**src/rtl/aliens_motion_ctrl.sv**
```systemverilog
// Motion sequencer for the alien block: paces LEFT/RIGHT/DOWN step pulses,
// speeds up on each kill and freezes once the game is won or lost.
module aliens_motion_ctrl #(
  parameter int TICK_DIV   = 1000000,
  parameter int SPEEDUP    = 20000,
  parameter int MIN_DIV    = 100000,
  parameter int DOWN_STEPS = 1
) (
  input  logic       clk,
  input  logic       reset,
  input  logic       start,
  input  logic       canLeft,
  input  logic       canRight,
  input  logic       killingAlien,
  input  logic       victory,
  input  logic       defeat,
  output logic [1:0] motion,
  output logic       dirRight,
  output logic       halted
);

  typedef enum logic [1:0] {IDLE, MOVE_H, DESCEND, HALT} state_t;

  localparam logic [1:0]  M_NONE  = 2'd0;
  localparam logic [1:0]  M_LEFT  = 2'd1;
  localparam logic [1:0]  M_RIGHT = 2'd2;
  localparam logic [1:0]  M_DOWN  = 2'd3;
  localparam logic [23:0] TICK24  = 24'(TICK_DIV);
  localparam logic [23:0] SPEED24 = 24'(SPEEDUP);
  localparam logic [23:0] MIN24   = 24'(MIN_DIV);
  localparam logic [7:0]  DOWN_M1 = 8'(DOWN_STEPS - 1);
  localparam logic [24:0] FLOOR25 = 25'(MIN_DIV) + 25'(SPEEDUP);

  state_t      state;
  logic [23:0] period;
  logic [23:0] tick;
  logic [7:0]  down_cnt;
  logic        kill_prev;
  logic        kill_edge;
  logic        stop_game;

  assign kill_edge = killingAlien & ~kill_prev;
  assign stop_game = victory | defeat;

  always_ff @(posedge clk or posedge reset) begin
    if (reset) begin
      state     <= IDLE;
      motion    <= M_NONE;
      dirRight  <= 1'b1;
      halted    <= 1'b0;
      period    <= TICK24;
      tick      <= 24'd0;
      down_cnt  <= 8'd0;
      kill_prev <= 1'b0;
    end else begin
      kill_prev <= killingAlien;
      motion    <= M_NONE;
      // The new period only takes effect at the next reload of the tick counter.
      if (state != HALT && kill_edge) begin
        period <= ({1'b0, period} >= FLOOR25) ? period - SPEED24 : MIN24;
      end
      case (state)
        IDLE: begin
          if (stop_game) begin
            state  <= HALT;
            halted <= 1'b1;
          end else if (start) begin
            state <= MOVE_H;
            tick  <= period - 24'd1;
          end
        end
        MOVE_H, DESCEND: begin
          if (stop_game) begin
            state  <= HALT;
            halted <= 1'b1;
          end else if (tick != 24'd0) begin
            tick <= tick - 24'd1;
          end else begin
            tick <= period - 24'd1;
            if (state == MOVE_H) begin
              if (dirRight && canRight) begin
                motion <= M_RIGHT;
              end else if (!dirRight && canLeft) begin
                motion <= M_LEFT;
              end else begin
                // Edge hit: first DOWN now, remaining ones from DESCEND.
                motion   <= M_DOWN;
                down_cnt <= DOWN_M1;
                dirRight <= ~dirRight;
                if (DOWN_STEPS > 1) state <= DESCEND;
              end
            end else begin
              motion <= M_DOWN;
              if (down_cnt <= 8'd1) begin
                down_cnt <= 8'd0;
                state    <= MOVE_H;
              end else begin
                down_cnt <= down_cnt - 8'd1;
              end
            end
          end
        end
        default: halted <= 1'b1;
      endcase
    end
  end

endmodule

```
**config.mk**
```make
export PLATFORM = sky130hd
export DESIGN_NAME = aliens_motion_ctrl
export DESIGN_NICKNAME = d
export VERILOG_FILES = /design/src/rtl/aliens_motion_ctrl.sv
export SDC_FILE = /design/constraint.sdc
export NUM_CORES = 1
export LEC_CHECK = 0
export ABC_AREA = 1
export CAP_MARGIN = 40
export CORE_ASPECT_RATIO = 1.5
export CORE_MARGIN = 2
export CORE_UTILIZATION = 67
export DETAILED_ROUTE_END_ITERATION = 7
export GPL_TIMING_DRIVEN = 0
export PLACE_DENSITY = 0.82
export SLEW_MARGIN = 20
export SYNTH_ARGS = -nofsm -noshare
export SYNTH_HDL_FRONTEND = slang
export SYNTH_SLANG_ARGS = --single-unit
```
**constraint.sdc**
```tcl
create_clock -name clk -period 3.7 [get_ports clk]
set_input_delay 0.555 -clock clk [delete_from_list [all_inputs] [get_ports clk]]
set_output_delay 0.555 -clock clk [all_outputs]
set_load 0.005 [all_outputs]
```
; Word level (Yosys, flattened, before mapping)
; Index checks and enable logic that the tools add are counted.
[op_classes]
n_addsub = 4
order_cmp = 2
eq_ne = 13
muxes = 25
bitwise_logic = 8
reduce_logical = 13
[op_table]
columns = op, n
row1 = $mux W24, 5
row2 = $pmux W24 S2, 1
row3 = $sub A24 B1 Y24 const B, 2
row4 = $mux W8, 4
row5 = $ge A24 B17 Y1 const B, 1
row6 = $mux W2, 12
row7 = $reduce_bool A24 Y1, 1
row8 = $sub A24 B15 Y24 const B, 1
row9 = $ne A2 B2 Y1 const B, 6
row10 = $ne A3 B3 Y1 const B, 4
row11 = $reduce_and A5 Y1, 2
row12 = $le A8 B1 Y1 const B, 1
row13 = $sub A8 B1 Y8 const B, 1
row14 = $not A1 Y1, 6
row15 = $reduce_and A6 Y1, 1
row16 = $pmux W2 S2, 1
row17 = $reduce_and A4 Y1, 1
row18 = $logic_and A1 B1 Y1, 3
row19 = $reduce_or A3 Y1, 1
row20 = $eq A2 B1 Y1 const B, 1
row21 = $eq A2 B2 Y1 const B, 1
row22 = $logic_not A2 Y1, 1
row23 = $mux W1, 2
row24 = $ne A2 B1 Y1 const B, 1
row25 = 5 further kinds, 5
[totals]
ff_bits = 63

; Logic depth before layout (Yosys ltp)
[logic_depth]
depth_word = 8
depth_mapped = 12
ltp_nobuf = 11

; Least setup slack after synthesis
; OpenSTA, ideal clock, no wires.
[synth_timing]
path_type = register -> register
startpoint = register state[0]
endpoint = register tick[4]
arrival_ns = 1.672
slack_ns = 1.893
path_stages_with_launch = 11
path_buffers = 3
path_cell_list = dfrtp_1 -> inv_1 -> ha_1 -> buf_6 -> or2_4 -> nand3_4 -> inv_2 -> buf_6 -> nand2_4 -> buf_6 -> o311ai_1
[synth_between]
elab_chain_len = 4
[synth_rtl]
columns = item, line_no
row1 = from (decl), 34  ; state_t state;
row2 = from (signal assigned), 47  ; state <= IDLE;
row3 = from (signal assigned), 65  ; state <= HALT;
row4 = from (signal assigned), 68  ; state <= MOVE_H;
row5 = $eq A2 B1 Y1 / $eq A2 B2 Y1 (equally long branches), 62  ; case (state)
row6 = $reduce_or A2 Y1, 62
row7 = $ne A2 B2 Y1 (no source line) / $reduce_bool A2 Y1 (equally long branches), --
row8 = $reduce_and A4 Y1 (no source line), --
row9 = to (signal assigned), 69  ; tick <= period - 24'd1;
row10 = to (signal assigned), 77  ; tick <= tick - 24'd1;
row11 = to (signal assigned), 79  ; tick <= period - 24'd1;
row12 = to (decl), 36  ; logic [23:0] tick;
; Parallel ways exist; a longest one is shown, timed or not.
; A chain may end at the register's enable or synchronous reset.

; Worst setup path after layout
[layout_timing]
startpoint = register state[0]
endpoint = register tick[20]
; Same word-level chain as after synthesis.

==> out/results.md <==
| Metric | This run |
|---|---|
| Net count after synthesis | 662 |
| Count of routing violations after the opening detailed-route iteration | 281 |
| Post-Synth Simple-Gate Area | 44.0% |
| Post-DR wirelength/cell | 14.9 um |
| Resized cells post-CTS | 0 |
| Cts bufs inserted | 9 |
| Effective utilization at floorplan | 69.8% |
| Number of placed I/O pins | 12 |
| Maxcap violations | 0 |
| Global route overflow | 0 |
| Status | finished clean |
| Clock transition at the registers of the reported paths | 0.07 ns |
| Final antenna diode count | 0 |
| Slew at the pin closest to its max-slew limit | 0.722 ns |
| Slew Limit Fails | 0 |
| Sequential cell area | 1460 um^2 |
| Final period utilization | 54.5% |
| HP Class | register to register |
| Synthesized netlist cell count | 645 |
| Initial antenna violation count | 0 |
| Count of H-tree levels built during CTS | 3 |
| Time the final worst path needs with I/O delays and setup | 2.02 ns |
| Fmax | 496 MHz |
| Startpoint class of the critical path | register |
| Number of distinct library cells after synthesis | 46 |
| Post-placement cell count | 730 |
| Most common library cell in the layout ignoring fill and taps | nand2_1 |
| Per-cell via count in the routed design | 5.61 |
| Crit-path max FO | 10 |
| Setup bufs post-CTS | 0 |
| Post-Route WL | 11.1 mm |
| CP Class | register to register |
| Drt drc | 0 |
| Leakage dissipation | 2.34 nW |
| Clock Tree Buf Depth | 2 |
| Yosys synthesis warning count | 0 |
| HPWL after detailed placement | 8.32 mm |
| Arrival time worst endpoint | 2.26 ns |
| Synth Area in Compound Gates | 5.00% |
| Share of layout cells above drive strength 1 | 10.7% |
| Setup violations, final | 0 |
| Kind of capture point of the worst setup path | register |
| Floorplan die width | 69.5 um |
| Root Buffer Master | clkbuf_8 |
| Post-CTS Hold Buffers | 0 |
| Adder and majority cell fraction of the synthesized area | 2.61% |
| Total of flip-flops plus latches after synthesis | 58 |
| Commonest non-fill, non-tap cells in the layout | nand2_1 (204), nor2_1 (93), inv_1 (75) |
| RSZ-0062 raised after global routing | false |
| Layout Nets | 684 |
| Total via count in the routed design | 4,186 |
| Sequential fraction of the synthesis area | 33.9% |
| First-pass GRT wire length | 18.5 mm |
| Xor/xnor share of the synthesized area | 4.68% |
| Vias in the first global route | 4,098 |
| All-Layer GR Usage | 33.1% |
| Final-layout fill cell count | 515 |
| Avg Cell Area, Syn | 6.68 um^2 |
| Main combinational cell family by area after synthesis | simple AND/OR/NAND/NOR gates |
| Setup Skew | 0.00908 ns |
| Max-slew headroom | 51.9% |
| Pre-Repair DR Iteration Count | 5 |
| Final Hold Violating Endpoints | 0 |
| Highest ir drop seen on vdd | 0.487 mV |
| Combined area of all synthesized cells | 4310 um^2 |
| Non-filler cells, final | 746 |
| Die area | 7100 um^2 |
| Area of the multi-input gates | 2420 um^2 |
| FP Rows | 35 |
| IO Port Bufs | 11 |
| Total number of clock tree sinks | 58 |
| Latest clock arrival within the worst-skew pair | 0.35 ns |
| Power density over the cells | 667 nW/um^2 |
| Routability Congestion | 0.986 |
| DIE HEIGHT | 102 um |
| Detail Route Antenna Nets | 0 |
| Clock tree from TritonCTS | done |
| Final-layout setup total negative slack | 0 ns |
| Post-synthesis mux area share | 0% |
| Synth-to-layout area growth | 9.32% |
| Core region area | 6170 um^2 |
| Largest net degree at the start of global routing | 59 |
| Critical path required time | 3.94 ns |
## cell type report
type,instances,area share [%]
clock inverter,5,1.17
tap,74,1.97
clock buffer,11,3.00
sequential,58,31.0
buffer,15,2.50
inverter,81,6.54
multi-input combinational,491,51.5
timing repair buffer,11,2.34
## kinds of logic after synthesis
| logic type | Yosys count |
|---|---|
| buf+inv | 96 |
| compound gates | 35 |
| xor+xnor | 23 |
| flops | 58 |
| simple gates | 424 |
| fa+ha+maj | 9 |
## synth_stat cells (all sizes together)
library cell  count  area, um^2
nand2           209         807
nor2            107         465
inv              80         300
nand3            73         388
dfrtp            50        1250
xor2             20         175
o21ai            18        97.6
nand4            12        81.3
buf              10        95.1
nor3             10        50.1
ha                9         113
dfstp             8         210
a21oi             7        35.0
or2               6        40.0
clkbuf            5        22.5
nand3b            3        22.5
nor4              3        33.8
o211ai            3        32.5
xnor2             3        26.3
a31oi             2        12.5
a21boi            1        7.51
and3              1        6.26
clkinv            1        5.00
o21bai            1        7.51
o22ai             1        6.26
o311ai            1        8.76
o31ai             1        7.51
## worst max-delay path, cell delays in order, from the launching register on
cell     delay [ns]
dfrtp_1        0.40
inv_1          0.08
ha_1           0.31
buf_6          0.15
or2_4          0.27
nand3_4        0.13
inv_2          0.06
buf_6          0.15
buf_2          0.20
nand3_1        0.11
nand2_1        0.05
## sequential cells by signal, summed over array words and instances, names as in the netlist
signal,flops
halted,1
kill_prev,1
dirRight,1
tick,24
state,2
period,19
down_cnt,8
motion,2
## final timing paths
check / from / end / slack (ns) / cells after the start
setup / recovery: state[0]$_DFFE_PP0P_ / tick[20]$_DFFE_PP0P_ / 1.68 / 10
hold / removal: halted$_DFFE_PP0P_ / halted$_DFFE_PP0P_ / 0.48 / 2
setup reg to reg: state[0]$_DFFE_PP0P_ / tick[20]$_DFFE_PP0P_ / 1.68 / 10
hold reg to reg: halted$_DFFE_PP0P_ / halted$_DFFE_PP0P_ / 0.48 / 2
max in group asynchronous: reset / down_cnt[7]$_DFFE_PP0P_ / 2.54 / 2
min in group asynchronous: reset / halted$_DFFE_PP0P_ / 0.68 / 2
## routing by layer
metal,vias to the layer above,global-route usage (%),share of wire (%)
li1,2078,-,-
met1,1935,35.7,39
met2,139,63.2,53
met3,34,3.75,4.0
met4,0,17.5,3.8
met5,-,0,0
## where the power goes
part	internal (mW)	switching [mW]
Sequential	0.860	0.249
Clock	0.327	0.263
Combinational	0.486	0.959
## through the flow
step	hold slack (ns)	cell area, um^2	power [mW]	worst slack [ns]	util [%]
2_1_floorplan	0.449	4310	2.13	1.73	-
3_3_place_gp	0.456	4510	2.46	0.703	73.0
3_5_place_dp	0.470	4510	2.51	1.42	73.1
4_1_cts	0.486	4710	3.10	1.68	76.3
5_1_grt	0.516	4710	3.35	1.55	76.3
6_report	0.482	4710	3.14	1.68	76.3
Note: power is estimated with default switching activity, not from simulation.
